$ cat src/rtl/vec_unpack_5_31_pkg.sv
// Shared constants and FSM state type for the vec_unpack_5_31 block.
package vec_unpack_5_31_pkg;

  localparam int N_VEC = 5;
  localparam int VEC_W = 31;
  localparam int IDX_W = $clog2(N_VEC);

  typedef enum logic {
    IDLE = 1'b0,
    SEND = 1'b1
  } state_e;

endpackage

$ cat src/rtl/vec_unpack_acc.sv
// Running XOR of the beats of one word; pulses acc_valid_o one cycle after
// the last beat of that word has transferred.
module vec_unpack_acc
  import vec_unpack_5_31_pkg::*;
#(
  parameter int VEC_W = vec_unpack_5_31_pkg::VEC_W
) (
  input  logic             clk,
  input  logic             rst_n,
  input  logic             clear_i,
  input  logic             beat_i,
  input  logic             last_i,
  input  logic [VEC_W-1:0] data_i,
  output logic [VEC_W-1:0] acc_xor_o,
  output logic             acc_valid_o
);

  logic [VEC_W-1:0] acc_q, acc_d;
  logic             fresh_q, fresh_d;
  logic             valid_q, valid_d;

  // Next-state: fold in each beat. When a new word is captured on the same
  // edge as the previous last beat, the finished result must stay visible for
  // the acc_valid cycle, so the clear is deferred via fresh_q to the next beat.
  always_comb begin
    acc_d   = acc_q;
    fresh_d = fresh_q;
    valid_d = beat_i & last_i;
    if (beat_i) begin
      acc_d   = (fresh_q ? '0 : acc_q) ^ data_i;
      fresh_d = last_i;
    end else if (clear_i) begin
      acc_d   = '0;
      fresh_d = 1'b0;
    end
  end

  // State registers with asynchronous reset to an empty accumulator.
  always_ff @(posedge clk or negedge rst_n) begin
    if (!rst_n) begin
      acc_q   <= '0;
      fresh_q <= 1'b0;
      valid_q <= 1'b0;
    end else begin
      acc_q   <= acc_d;
      fresh_q <= fresh_d;
      valid_q <= valid_d;
    end
  end

  assign acc_xor_o   = acc_q;
  assign acc_valid_o = valid_q;

endmodule

$ cat src/rtl/vec_unpack_5_31.sv
// Unpacks a word of N_VEC vectors into a stream of VEC_W-bit beats.
// Optional XOR self-check enabled by defining VEC_UNPACK_XOR_CHECK_EN.
module vec_unpack_5_31 #(
  parameter  int N_VEC = vec_unpack_5_31_pkg::N_VEC,
  parameter  int VEC_W = vec_unpack_5_31_pkg::VEC_W,
  localparam int IW    = (N_VEC > 1) ? $clog2(N_VEC) : 1
) (
  input  logic                   clk,
  input  logic                   rst_n,
  input  logic                   s_valid,
  output logic                   s_ready,
  input  logic [N_VEC*VEC_W-1:0] s_vectors,
  output logic                   m_valid,
  input  logic                   m_ready,
  output logic [VEC_W-1:0]       m_data,
  output logic [IW-1:0]          m_index,
  output logic                   m_last,
  output logic                   busy
`ifdef VEC_UNPACK_XOR_CHECK_EN
  ,
  output logic [VEC_W-1:0]       acc_xor,
  output logic                   acc_valid
`endif
);

  import vec_unpack_5_31_pkg::*;

  localparam logic [IW-1:0] LAST_IDX = IW'(N_VEC - 1);

  state_e                 state_q, state_d;
  logic [IW-1:0]          idx_q, idx_d;
  logic [N_VEC*VEC_W-1:0] word_q, word_d;
  logic [VEC_W-1:0]       vec_arr [N_VEC];
  logic                   at_last, beat, cap;

  // Unpacked view of the captured word for index selection.
  for (genvar gi = 0; gi < N_VEC; gi++) begin : g_slice
    assign vec_arr[gi] = word_q[gi*VEC_W +: VEC_W];
  end

  assign busy    = (state_q == SEND);
  assign m_valid = busy;
  assign m_index = idx_q;
  assign m_data  = vec_arr[idx_q];
  assign at_last = (idx_q == LAST_IDX);
  assign m_last  = busy & at_last;
  assign beat    = m_valid & m_ready;
  // In SEND a new word is only taken alongside the last beat (zero bubble).
  assign s_ready = ~busy | (m_last & m_ready);
  assign cap     = s_valid & s_ready;

  // Next-state: capture wins (it either starts from IDLE or coincides with the
  // last beat); otherwise a transferred beat advances or finishes the word.
  always_comb begin
    state_d = state_q;
    idx_d   = idx_q;
    word_d  = word_q;
    if (cap) begin
      word_d  = s_vectors;
      idx_d   = '0;
      state_d = SEND;
    end else if (beat) begin
      if (at_last) begin
        idx_d   = '0;
        state_d = IDLE;
      end else begin
        idx_d = idx_q + IW'(1);
      end
    end
  end

  // FSM, index and word registers; reset discards any word in flight.
  always_ff @(posedge clk or negedge rst_n) begin
    if (!rst_n) begin
      state_q <= IDLE;
      idx_q   <= '0;
      word_q  <= '0;
    end else begin
      state_q <= state_d;
      idx_q   <= idx_d;
      word_q  <= word_d;
    end
  end

`ifdef VEC_UNPACK_XOR_CHECK_EN
  vec_unpack_acc #(
    .VEC_W(VEC_W)
  ) u_acc (
    .clk        (clk),
    .rst_n      (rst_n),
    .clear_i    (cap & ~busy),
    .beat_i     (beat),
    .last_i     (at_last),
    .data_i     (m_data),
    .acc_xor_o  (acc_xor),
    .acc_valid_o(acc_valid)
  );
`endif

endmodule

$ cat config.mk
export PLATFORM = sky130hd
export DESIGN_NAME = vec_unpack_5_31
export DESIGN_NICKNAME = d
export VERILOG_FILES = /design/src/rtl/vec_unpack_5_31_pkg.sv /design/src/rtl/vec_unpack_acc.sv /design/src/rtl/vec_unpack_5_31.sv
export SDC_FILE = /design/constraint.sdc
export NUM_CORES = 1
export LEC_CHECK = 0
export CAP_MARGIN = 20
export CELL_PAD_IN_SITES_DETAIL_PLACEMENT = 0
export CELL_PAD_IN_SITES_GLOBAL_PLACEMENT = 1
export CORE_ASPECT_RATIO = 2
export CORE_MARGIN = 2
export CORE_UTILIZATION = 41
export DETAILED_ROUTE_END_ITERATION = 8
export PLACE_DENSITY = 0.84
export REMOVE_ABC_BUFFERS = 1
export SLEW_MARGIN = 20
export SYNTH_ARGS = -nofsm -noshare
export SYNTH_HDL_FRONTEND = slang
export SYNTH_SLANG_ARGS = --single-unit
$ cat constraint.sdc
create_clock -name clk -period 3.1 [get_ports clk]
set_clock_uncertainty 0.1 [all_clocks]
set_input_delay 0.62 -clock clk [delete_from_list [all_inputs] [get_ports clk]]
set_output_delay 0.62 -clock clk [all_outputs]
set_load 0.05 [all_outputs]
* After elaboration in Yosys (flattened, before gate mapping)
Index checks and enable logic that the tools add are counted.
Operators by class: reductions and logical operators 3, order comparisons 1, add/subtract/negate cells 1, equality and inequality tests 1, muxes and demuxes 9, bitwise gates (word level) 7
Operators with widths (number):
- 31-bit binary-select mux with 3-bit select | 1
- 31-bit 2-to-1 mux | 2
- 3-bit 2-to-1 mux | 3
- 1-bit bitwise AND | 4
- 4-bit greater-or-equal comparator, second input constant | 1
- 3-bit NOT with 4-bit output | 1
- 2-bit nonzero test | 2
- 3-bit by 1-bit adder with 3-bit output, second input constant | 1
- 3-bit equality test, second input constant | 1
- 1-bit 2-to-1 mux | 3
- 2-bit AND reduction | 1
- 1-bit NOT | 1
- 1-bit bitwise OR | 1
Storage, ports and cells: bits in registers 159, output and inout port bits 38, word-level logic and storage cells 25, input port bits 159

* Longest topological paths before layout
Gate-level depths: netlist (run 1).
depth after elaboration 7, mapped depth 9, gate-level depth less buffers 5

* Worst setup path before layout (run 1)
OpenSTA, ideal clock, no wires.
path type flip-flop to output port, from register idx_q[0] (netlist: m_index[0]), to output port s_ready, cell stages (with the launch flop) 7, setup slack 0.434 ns, arrival time 1.946 ns, data required time 2.380 ns, path buffers 2, path through dfrtp_1 -> buf_2 -> clkbuf_1 -> inv_1 -> ha_1 -> nand3_2 -> nand2_1
On the way: cells in the longest elaborated chain, start to end 4
Ends and longest elaborated chain:
- start: declaration | line vec_unpack_5_31.sv:31 | logic [IW-1:0] idx_q, idx_d;
- start signal: assignment | line vec_unpack_5_31.sv:80 | idx_q <= idx_d;
- 3-bit equality test | line vec_unpack_5_31.sv:45 | assign at_last = (idx_q == LAST_IDX);
- 1-bit bitwise AND | line vec_unpack_5_31.sv:46 | assign m_last = busy & at_last;
- 1-bit bitwise AND | line vec_unpack_5_31.sv:49 | assign s_ready = ~busy | (m_last & m_ready);
- 1-bit bitwise OR | line vec_unpack_5_31.sv:49
- end: declaration | line vec_unpack_5_31.sv:11 | output logic s_ready,
Every way passes these cells.

* Worst setup path in the final report (run 1)
from register idx_q[2] (netlist: m_index[2]), to output port m_data[29]
On the way: cells in the longest elaborated chain, start to end 4
Ends and longest elaborated chain:
- 3-bit NOT with 4-bit output (not written as such) | line vec_unpack_5_31.sv:44 | assign m_data = vec_arr[idx_q];
- 31-bit binary-select mux with 3-bit select | line vec_unpack_5_31.sv:44
- 31-bit 2-to-1 mux (not written as such) (2 in series) | line vec_unpack_5_31.sv:44
- end: declaration | line vec_unpack_5_31.sv:15 | output logic [VEC_W-1:0] m_data,
Every way passes these cells. The select of a mux whose other input is x is not followed.

==> results of run 1 <==
-- cells in the final DEF (no fill, tap or decap), drive strengths merged --
| cell type | Yosys | layout |
|---|---|---|
| a21oi | 2 | 2 |
| a31oi | 1 | 1 |
| and3 | 1 | 1 |
| buf | 27 | 57 |
| bufinv | 0 | 4 |
| clkbuf | 17 | 18 |
| clkdlybuf4s50 | 0 | 162 |
| clkinv | 0 | 5 |
| clkinvlp | 0 | 2 |
| dfrtp | 159 | 159 |
| diode | 0 | 7 |
| ha | 2 | 2 |
| inv | 3 | 5 |
| mux2 | 155 | 155 |
| mux2i | 63 | 63 |
| nand2 | 7 | 7 |
| nand2b | 1 | 1 |
| nand3 | 2 | 2 |
| nand3b | 1 | 1 |
| nor2 | 2 | 2 |
| nor2b | 1 | 1 |
| o21a | 30 | 30 |
| o21ai | 34 | 34 |
| o2bb2ai | 30 | 30 |
| o31a | 1 | 1 |
-- routing by layer --
layer	vias up	GRT usage [%]
met3	25	3.511
li1	2359	-
met5	-	0
met1	2690	22.48
met2	156	37.13
met4	0	10.24
-- where the power goes --
| part | leakage (nW) | total, mW | internal (mW) | switching [mW] |
|---|---|---|---|---|
| clock | 0.297 | 2.23 | 1.35 | 0.884 |
| sequential | 1.91 | 3.87 | 3.13 | 0.738 |
| combinational | 2.58 | 7.58 | 4.05 | 3.53 |
| total | 4.79 | 13.7 | 8.54 | 5.15 |
-- kinds of logic (layout without fill, tap and decap cells) --
kind of cell | after synthesis | in the layout | synth area share, %
buffers and inverters | 47 | 253 | 5.584
AOI/OAI and AO/OA | 98 | 98 | 8.585
muxes | 218 | 218 | 35.41
adders and majority gates | 2 | 2 | 0.3093
and+or+nand+nor | 15 | 15 | 0.9283
DFF | 159 | 159 | 49.19
other | 0 | 7 | 0
-- worst max-delay path: cells and delay by family, from the launching register on --
| family | cells | cell delay, ps |
|---|---|---|
| buf+inv | 2 | 500 |
| simple gates | 1 | 60 |
| flops | 1 | 710 |
| compound gates | 1 | 310 |
| mux | 1 | 240 |
-- layout make-up --
cell class	count	area [um2]
sequential	159	3988
tap	259	324.1
clock inverter	13	188.9
clock buffer	18	429.2
inverter	3	11.26
multi-input combinational	333	3666
fill	1536	8195
timing repair buffer	219	2549
antenna	7	17.52
-- per-stage QoR --
| step | setup slack [ps] | area (um2) | instances |
|---|---|---|---|
| 2_1_floorplan | -3752 | 7649 | 495 |
| 3_3_place_gp | 468.2 | 10510 | 970 |
| 3_5_place_dp | 420.4 | 10510 | 970 |
| 4_1_cts | 65.40 | 11150 | 1004 |
| 5_1_grt | 0.6080 | 11170 | 1011 |
| 6_report | 105.3 | 11170 | 1011 |
-- path summary, 6_finish.rpt --
check | startpoint | endpoint | slack [ps] | depth (start not counted)
worst max-delay path | m_index[2]$_DFFE_PN0P_ | m_data[29] | 110 | 5
worst min-delay path | rst_n | word_q[30]$_DFFE_PN0N_ | 100 | 1
worst max register to register | m_index[2]$_DFFE_PN0P_ | word_q[142]$_DFFE_PN0N_ | 570 | 6
worst min register to register | word_q[125]$_DFFE_PN0N_ | word_q[125]$_DFFE_PN0N_ | 390 | 1
max in group asynchronous | rst_n | word_q[141]$_DFFE_PN0N_ | 1990 | 2
min in group clk | word_q[125]$_DFFE_PN0N_ | word_q[125]$_DFFE_PN0N_ | 390 | 1
-- sequential cells by signal, summed over array words and instances (netlist names) --
signal and count:
word_q 155, m_index 3, busy 1
-- what timing repair did --
action / 4_1_cts / 5_1_grt
buffers inserted: 3 / 0
resized for setup: 0 / 1
hold endpoints to repair: 0 / 0
endpoints found under the setup margin: 4 / 1
==> summary.md, run 1 <==
| Metric | Value |
|---|---|
| Initial antenna violation count | 7 |
| Pins Over Slew Limit | 0 |
| Maximum level of the CTS H-tree | 4 |
| Tcrit/Tclk final | 96.60% |
| WL met1 | 7.833 mm |
| Ys flop type | dfrtp_1 |
| Num rows | 72 |
| Crit path kind | reg2out |
| Largest net degree at the start of global routing | 70 |
| Worst slew margin | 55.87% |
| Vias in the first global route | 5724 |
| RSZ-0062 raised after global routing | false |
| IO buf count | 196 |
| Antenna Nets Post-Route | 0 |
| Worst IR drop on VDD | 0.7253 mV |
| Core area | 19370 um2 |
| Crit start category | register |
| Crit path arrival time | 2270 ps |
| Skew-Pair Late Insertion Delay | 430 ps |
| Seq/Total Area, Yosys | 49.19% |
| GRT overflow | 0 |
| Clock sink count | 159 |
| Synth cell count leaders | 159 x dfrtp_1, 130 x mux2_4, 63 x mux2i_1 |
| Post-synth EDFFs | 0 |
| Hold Fails Final Rpt | 0 |
| Avg WL per Cell | 21.01 um |
| Leakage | 4.786 nW |
| Synth area leaders | dfrtp_1 49%, mux2_4 24%, mux2i_1 7.8%, buf_12 3.5%, o2bb2ai_1 3.2% |
| F_max | 333.9 MHz |
| Post-synth top area share | 49.19% |
| Top cell type by total area after synthesis | dfrtp_1 |
| GRT Total Usage | 20.59% |
| DP Wirelength | 14.95 mm |
| Routed vias/inst | 5.173 |
| Clk buf depth | 2 |
| Synth-to-layout area growth | 38.13% |
| Post-synthesis cell area | 8089 um2 |
| Final GP Congestion | 0.8213 |
| Clock slew at reported path FFs | 70 ps |
| Wire length on met3 | 651 um |
| Syn avg cell area | 15.01 um2 |
| Distinct cells, synth | 30 |
| Hold crit path type | in2async |
| CP Cell Sequence | buf_12 > mux2i_1 > nor2_1 > o31a_1 > buf_4 |
| Critical path fanouts, max | 38 |
| P per Cell Area | 1225 nW/um2 |
| Iter 0 DRT Violations | 198 |
| Total power | 13.69 mW |
| Ports | 197 |
| Detailed-route wire length | 21.24 mm |
| Top sig layer | met4 |
| Height of the die | 202.6 um |
| # setup viols final | 0 |
| #FFs+latches synth | 159 |
| Initial Util | 41.76% |
| Minimum clock period | 2995 ps |
| Metal2 WL | 12.12 mm |
| CP endpoint kind | output port |
| Final setup TNS | 0 ps |
| Max incr delay on CP | 710 ps |
| Synthesis Warnings | 0 |
| CTS tree | yes |
| Worst path slowest cell | dfrtp_4 |
| First-pass GRT wire length | 31.93 mm |
| # Max-Cap Violations | 0 |
| Residual DRC | 0 |
| CTS Buf Count | 17 |
| Final Util | 57.69% |
| CP required | 2380 ps |
| DR pass1 iterations | 6 |
| Die width | 103.3 um |
| Nets@finish | 894 |
| Die area | 20940 um2 |
| Synthesized instance count | 539 |
| Most frequent cell after synthesis | dfrtp_1 |
| Worst-Margin Slew | 661.9 ps |
| Share of cells above drive strength 1 | 32.08% |
| Hold WS | 95.75 ps |
| CTS root buf | clkbuf_16 |
| Post-synthesis async set-or-reset flop share | 100.0% |
| Vias | 5230 |
| Status | finished, final reports clean |
| Hold_buf cts | 0 |
No activity file was read; power rests on OpenSTA's default activity.
==> run 2: changes to the inputs <==
--- a/config.mk
+++ b/config.mk
@@ -10,9 +10,9 @@
 export CELL_PAD_IN_SITES_GLOBAL_PLACEMENT = 1
 export CORE_ASPECT_RATIO = 2
 export CORE_MARGIN = 2
-export CORE_UTILIZATION = 41
+export CORE_UTILIZATION = 40
 export DETAILED_ROUTE_END_ITERATION = 8
-export PLACE_DENSITY = 0.84
+export PLACE_DENSITY = 0.82
 export REMOVE_ABC_BUFFERS = 1
 export SLEW_MARGIN = 20
 export SYNTH_ARGS = -nofsm -noshare
==> summary.md, run 2 (synthesized netlist as in run 1, its figures left out) <==
| Metric | Value |
|---|---|
| # Max-Cap Violations | 0 (unchanged) |
| Critical path fanouts, max | 21 (was 38) |
| Avg WL per Cell | 20.91 um (was 21.01 um) |
| Die area | 21450 um2 (was 20940 um2) |
| Final Util | 56.19% (was 57.69%) |
| Worst r2r src | m_index[2]$_DFFE_PN0P_ (unchanged) |
| Worst reg2reg endpoint | word_q[145]$_DFFE_PN0N_ (was word_q[142]$_DFFE_PN0N_) |
| Synth-to-layout area growth | 37.68% (was 38.13%) |
| Maximum level of the CTS H-tree | 4 (unchanged) |
| Initial antenna violation count | 4 (was 7) |
| GRT Total Usage | 20.01% (was 20.59%) |
| Height of the die | 205.1 um (was 202.6 um) |
| Worst slew margin | 43.87% (was 55.87%) |
| CTS root buf | clkbuf_16 (unchanged) |
| Post-CTS sizing | 0 (unchanged) |
| Design area | 11140 um2 (was 11170 um2) |
| CP required | 2380 ps (about the same) |
| Num rows | 73 (was 72) |
| Vias in the first global route | 5896 (was 5724) |
| Share of cells above drive strength 1 | 31.71% (was 32.08%) |
| Worst path slowest cell | dfrtp_4 (unchanged) |
| CP Cell Sequence | buf_4 > mux2i_1 > nor2_1 > o31a_1 > buf_4 (was buf_12 > mux2i_1 > nor2_1 > o31a_1 > buf_4) |
| Worst-Margin Slew | 842.0 ps (was 661.9 ps) |
| RSZ-0062 raised after global routing | false (unchanged) |
| Clk buf depth | 2 (unchanged) |
| Hold Fails Final Rpt | 0 (unchanged) |
| Core area | 19820 um2 (was 19370 um2) |
| CP most frequent cell | buf_4 |
| Most flops, register | word_q (unchanged) |
| Residual DRC | 0 (unchanged) |
| # setup viols final | 0 (unchanged) |
| Status | finished, final reports clean (unchanged) |
| DP Wirelength | 14.67 mm (was 14.95 mm) |
| Max incr delay on CP | 720 ps (was 710 ps) |
| Pins Over Slew Limit | 0 (unchanged) |
| Routed vias/inst | 5.142 (was 5.173) |
| CP endpoint kind | output port (unchanged) |
| Final GP Congestion | 0.7973 (was 0.8213) |
| Area post-placement | 10460 um2 (was 10510 um2) |
| Die width | 104.6 um (was 103.3 um) |
| Worst IR drop on VDD | 0.8072 mV (was 0.7253 mV) |
| Vias | 5183 (was 5230) |
| Minimum clock period | 2912 ps (was 2995 ps) |
| Skew-Pair Late Insertion Delay | 430 ps (about the same) |
| Clock sink count | 159 (unchanged) |
| Largest register FFs | 155 (unchanged) |
| Crit path max-delay family | flip-flops (unchanged) |
| Antenna Nets Post-Route | 0 (unchanged) |
| P per Cell Area | 1224 nW/um2 (was 1225 nW/um2) |
| Hold_buf cts | 0 (unchanged) |
| Ports | 197 (unchanged) |
| Crit path arrival time | 2190 ps (was 2270 ps) |
| Flop2flop setup slack | 650 ps (was 570 ps) |
| Iter 0 DRT Violations | 142 (was 198) |
| CTS tree | yes (unchanged) |
| Most common cell after layout, fill and taps aside | clkdlybuf4s50_1 (unchanged) |
| Crit start category | register (unchanged) |
| WP buf/inv | 2 (unchanged) |
| Crit path kind | reg2out (unchanged) |
| CTS Buf Count | 17 (unchanged) |
| Largest net degree at the start of global routing | 88 (was 70) |
| Post-CTS setup buffer count | 0 (was 3) |
| Most frequent cells in the layout | 162 x clkdlybuf4s50_1, 156 x dfrtp_1, 130 x mux2_4, 63 x mux2i_1, 37 x buf_12 (was 162 x clkdlybuf4s50_1, 156 x dfrtp_1, 130 x mux2_4, 63 x mux2i_1, 39 x buf_12) |
| Leakage | 4.771 nW (was 4.786 nW) |
| First-pass GRT wire length | 32.71 mm (was 31.93 mm) |
| Hold crit path type | in2async (unchanged) |
| GRT overflow | 0 (unchanged) |
| Detailed-route wire length | 21.07 mm (was 21.24 mm) |
| IO buf count | 196 (unchanged) |
| Worst r2r path cells | 6 (unchanged) |
| Initial Util | 40.81% (was 41.76%) |
| Tcrit/Tclk final | 93.95% (was 96.60%) |
| Clock slew at reported path FFs | 70 ps (about the same) |
| DR pass1 iterations | 4 (was 6) |
| F_max | 343.4 MHz (was 333.9 MHz) |
| Nets@finish | 889 (was 894) |
## run 2: cell count changes in the layout (fill, tap and decap cells not counted)
cell,delta
clkinv_4,+3
inv_6,-2
clkbuf_8,+1
buf_12,-2
buf_6,-2
buf_16,+1
diode_2,-2
clkinvlp_4,-1
buf_4,-2
## run 2: worst max path at each step
stage / from / endpoint / cells after the start
after floorplan: m_index[2]$_DFFE_PN0P_ / m_index[1]$_DFFE_PN0P_ / 3
final: m_index[2]$_DFFE_PN0P_ / m_data[29] / 5
after detailed placement: m_ready / word_q[145]$_DFFE_PN0N_ / 6
after global routing: m_index[2]$_DFFE_PN0P_ / m_data[15] / 5
after global placement: m_ready / word_q[145]$_DFFE_PN0N_ / 6
after CTS: m_index[2]$_DFFE_PN0P_ / m_data[29] / 5
## run 2: area by class of cell
type	count	area, um2
inverter	3	11.26
tap	262	327.8
clock buffer	19	442.9
multi-input combinational	333	3666
clock inverter	13	190.2
fill	1607	8683
sequential	159	3988
timing repair buffer	214	2499
antenna	5	12.51
## run 2: routing by layer
metal | up-vias | wire length (um) | track usage [%] | share of wire (%)
li1 | 2342 | - | - | -
met1 | 2633 | 7561 | 21.43 | 36
met2 | 158 | 11750 | 36.23 | 56
met3 | 50 | 691 | 3.245 | 3.3
met4 | 0 | 1067 | 12.64 | 5.1
met5 | - | 0 | 0 | 0
## run 2: through the flow
stage          setup WS, ps  total power [mW]  cells  hold slack [ps]  TNS (ps)
2_1_floorplan         -3752             8.441    495            224.4   -621400
3_3_place_gp          455.2             11.19    970            368.0         0
3_5_place_dp          385.2             11.39    970            380.0         0
4_1_cts               33.37             13.71   1002            166.9         0
5_1_grt               78.03             14.27   1007            191.2         0
6_report              187.7             13.63   1008            125.4         0
## run 2: worst reg2reg max path, stage by stage, from the launching register on
cell     delay (ps)
dfrtp_4         720
buf_16          230
nand3_2         120
a21oi_4         230
buf_12          280
buf_4           280
mux2_2          360
## run 2: power breakdown
group / total (mW) / switching, mW / internal, mW / leakage, nW
clock network: 2.24 / 0.870 / 1.37 / 0.307
logic: 7.50 / 3.48 / 4.01 / 2.56
registers: 3.89 / 0.761 / 3.13 / 1.91
total: 13.6 / 5.11 / 8.52 / 4.77
==> run 3: changes to the inputs <==
--- a/config.mk
+++ b/config.mk
@@ -10,9 +10,9 @@
 export CELL_PAD_IN_SITES_GLOBAL_PLACEMENT = 1
 export CORE_ASPECT_RATIO = 2
 export CORE_MARGIN = 2
-export CORE_UTILIZATION = 40
+export CORE_UTILIZATION = 30
 export DETAILED_ROUTE_END_ITERATION = 8
-export PLACE_DENSITY = 0.82
+export PLACE_DENSITY = 0.65
 export REMOVE_ABC_BUFFERS = 1
 export SLEW_MARGIN = 20
 export SYNTH_ARGS = -nofsm -noshare
==> summary.md, run 3 (synthesized netlist as in run 1, its figures left out) <==
| Metric | Value |
|---|---|
| Worst path slowest cell | dfrtp_4 (unchanged) |
| Hold crit path type | in2async (unchanged) |
| Height of the die | 236.2 um (was 205.1 um) |
| Crit path arrival time | 2210 ps (was 2190 ps) |
| CTS tree | yes (unchanged) |
| Maximum level of the CTS H-tree | 4 (unchanged) |
| Most flops, register | word_q (unchanged) |
| Area post-placement | 10580 um2 (was 10460 um2) |
| Final GP Congestion | 0.7512 (was 0.7973) |
| F_max | 341.4 MHz (was 343.4 MHz) |
| Iter 0 DRT Violations | 190 (was 142) |
| DR pass1 iterations | 4 (unchanged) |
| Most frequent cells in the layout | 163 x clkdlybuf4s50_1, 156 x dfrtp_1, 130 x mux2_4, 63 x mux2i_1, 36 x buf_12 (was 162 x clkdlybuf4s50_1, 156 x dfrtp_1, 130 x mux2_4, 63 x mux2i_1, 37 x buf_12) |
| Dpl ws | 431.6 ps (was 385.2 ps) |
| GRT Total Usage | 14.71% (was 20.01%) |
| Hold_buf cts | 0 (unchanged) |
| Crit start category | register (unchanged) |
| First-pass GRT wire length | 32.57 mm (was 32.71 mm) |
| Initial Util | 30.30% (was 40.81%) |
| Most common cell after layout, fill and taps aside | clkdlybuf4s50_1 (unchanged) |
| Skew-Pair Late Insertion Delay | 420 ps (was 430 ps) |
| Minimum clock period | 2929 ps (was 2912 ps) |
| Design area | 11170 um2 (was 11140 um2) |
| P per Cell Area | 1195 nW/um2 (was 1224 nW/um2) |
| Hold WS | 86.92 ps (was 125.4 ps) |
| Total power | 13.34 mW (was 13.63 mW) |
| Avg WL per Cell | 18.41 um (was 20.91 um) |
| Initial antenna violation count | 1 (was 4) |
| Worst-Margin Slew | 644.3 ps (was 842.0 ps) |
| Placed cells | 1059 (was 970) |
| Residual DRC | 0 (unchanged) |
| Crit path kind | reg2out (unchanged) |
| Worst IR drop on VDD | 0.7548 mV (was 0.8072 mV) |
| RSZ-0062 raised after global routing | false (unchanged) |
| Detailed-route wire length | 20.09 mm (was 21.07 mm) |
| # setup viols final | 0 (unchanged) |
| GRT overflow | 0 (unchanged) |
| Post-CTS setup buffer count | 0 (unchanged) |
| IO buf count | 196 (unchanged) |
| Pins Over Slew Limit | 0 (unchanged) |
| CTS root buf | clkbuf_16 (unchanged) |
| # Max-Cap Violations | 0 (unchanged) |
| Post-CTS sizing | 0 (unchanged) |
| Clock sink count | 159 (unchanged) |
| Share of cells above drive strength 1 | 31.90% (was 31.71%) |
| CP required | 2380 ps (about the same) |
| Ports | 197 (unchanged) |
| Die area | 28370 um2 (was 21450 um2) |
| Die width | 120.1 um (was 104.6 um) |
| Synth-to-layout area growth | 38.08% (was 37.68%) |
| Clk buf depth | 2 (unchanged) |
| Critical path fanouts, max | 55 (was 21) |
| CP most frequent cell | buf_12 (was buf_4) |
| Crit path launch | m_index[2]$_DFFE_PN0P_ (unchanged) |
| Num rows | 85 (was 73) |
| Status | finished, final reports clean (unchanged) |
| Final setup TNS | 0 ps (unchanged) |
| N_diodes | 0 (was 5) |
| Hold Fails Final Rpt | 0 (unchanged) |
| Vias | 5033 (was 5183) |
| Nets@finish | 891 (was 889) |
| CP Cell Sequence | buf_12 > buf_4 > mux2i_1 > o2bb2ai_1 > o21a_1 > buf_12 (was buf_4 > mux2i_1 > nor2_1 > o31a_1 > buf_4) |
| Antenna Nets Post-Route | 0 (unchanged) |
| DP Wirelength | 14.09 mm (was 14.67 mm) |
| Core area | 26690 um2 (was 19820 um2) |
| Max incr delay on CP | 450 ps (was 720 ps) |
| Final Util | 41.84% (was 56.19%) |
| Clock slew at reported path FFs | 70 ps (about the same) |
| Flop2flop setup slack | 610 ps (was 650 ps) |
| Worst slew margin | 57.05% (was 43.87%) |
| Final Instance Count excl. Fillers | 1091 (was 1008) |
| Vias in the first global route | 5599 (was 5896) |
| CP endpoint kind | output port (unchanged) |
| Leakage | 4.751 nW (was 4.771 nW) |
| Tcrit/Tclk final | 94.50% (was 93.95%) |
| Largest net degree at the start of global routing | 68 (was 88) |
| Routed vias/inst | 4.613 (was 5.142) |
| CTS Buf Count | 17 (unchanged) |
| Largest register FFs | 155 (unchanged) |
| Setup slack after layout | 170.6 ps (was 187.7 ps) |
| Worst r2r src | m_index[0]$_DFFE_PN0P_ (was m_index[2]$_DFFE_PN0P_) |
[run 3: final timing paths]
kind | end | depth (start not counted)
worst max-delay path | m_data[17] | 6
worst min-delay path | word_q[16]$_DFFE_PN0N_ | 1
worst max register to register | word_q[143]$_DFFE_PN0N_ | 7
worst min register to register | word_q[126]$_DFFE_PN0N_ | 1
max in group asynchronous | word_q[68]$_DFFE_PN0N_ | 2
min in group clk | word_q[126]$_DFFE_PN0N_ | 1
[run 3: report_power, final]
group	switching [mW]	internal [mW]	total, mW
combinational	3.46	3.99	7.45
sequential	0.661	3.13	3.79
clock	0.900	1.20	2.10
total	5.02	8.32	13.3
[run 3: final cells by class]
class / count / area (um2)
Clock buffer: 17 / 425.4
Inverter: 3 / 11.26
Sequential cell: 159 / 3988
Tap cell: 348 / 435.4
Timing Repair Buffer: 216 / 2484
Clock inverter: 15 / 160.2
Fill cell: 2505 / 15520
Multi-Input combinational cell: 333 / 3666
[run 3: critical path, delay by kind of cell, from the launching register on]
family | cells | cell delay [ps]
buffers and inverters | 3 | 790
flip-flops | 1 | 450
AO/OA/AOI/OAI | 2 | 300
multiplexers | 1 | 220
[run 3: routing by layer]
layer  track usage [%]  part of all wire, %  vias to the layer above
li1                  -                    -                     2338
met3             5.730                  8.5                       11
met2             21.63                   43                      183
met1             20.28                   48                     2499
met4             3.636                 0.77                        2
met5                 0                0.060                        -
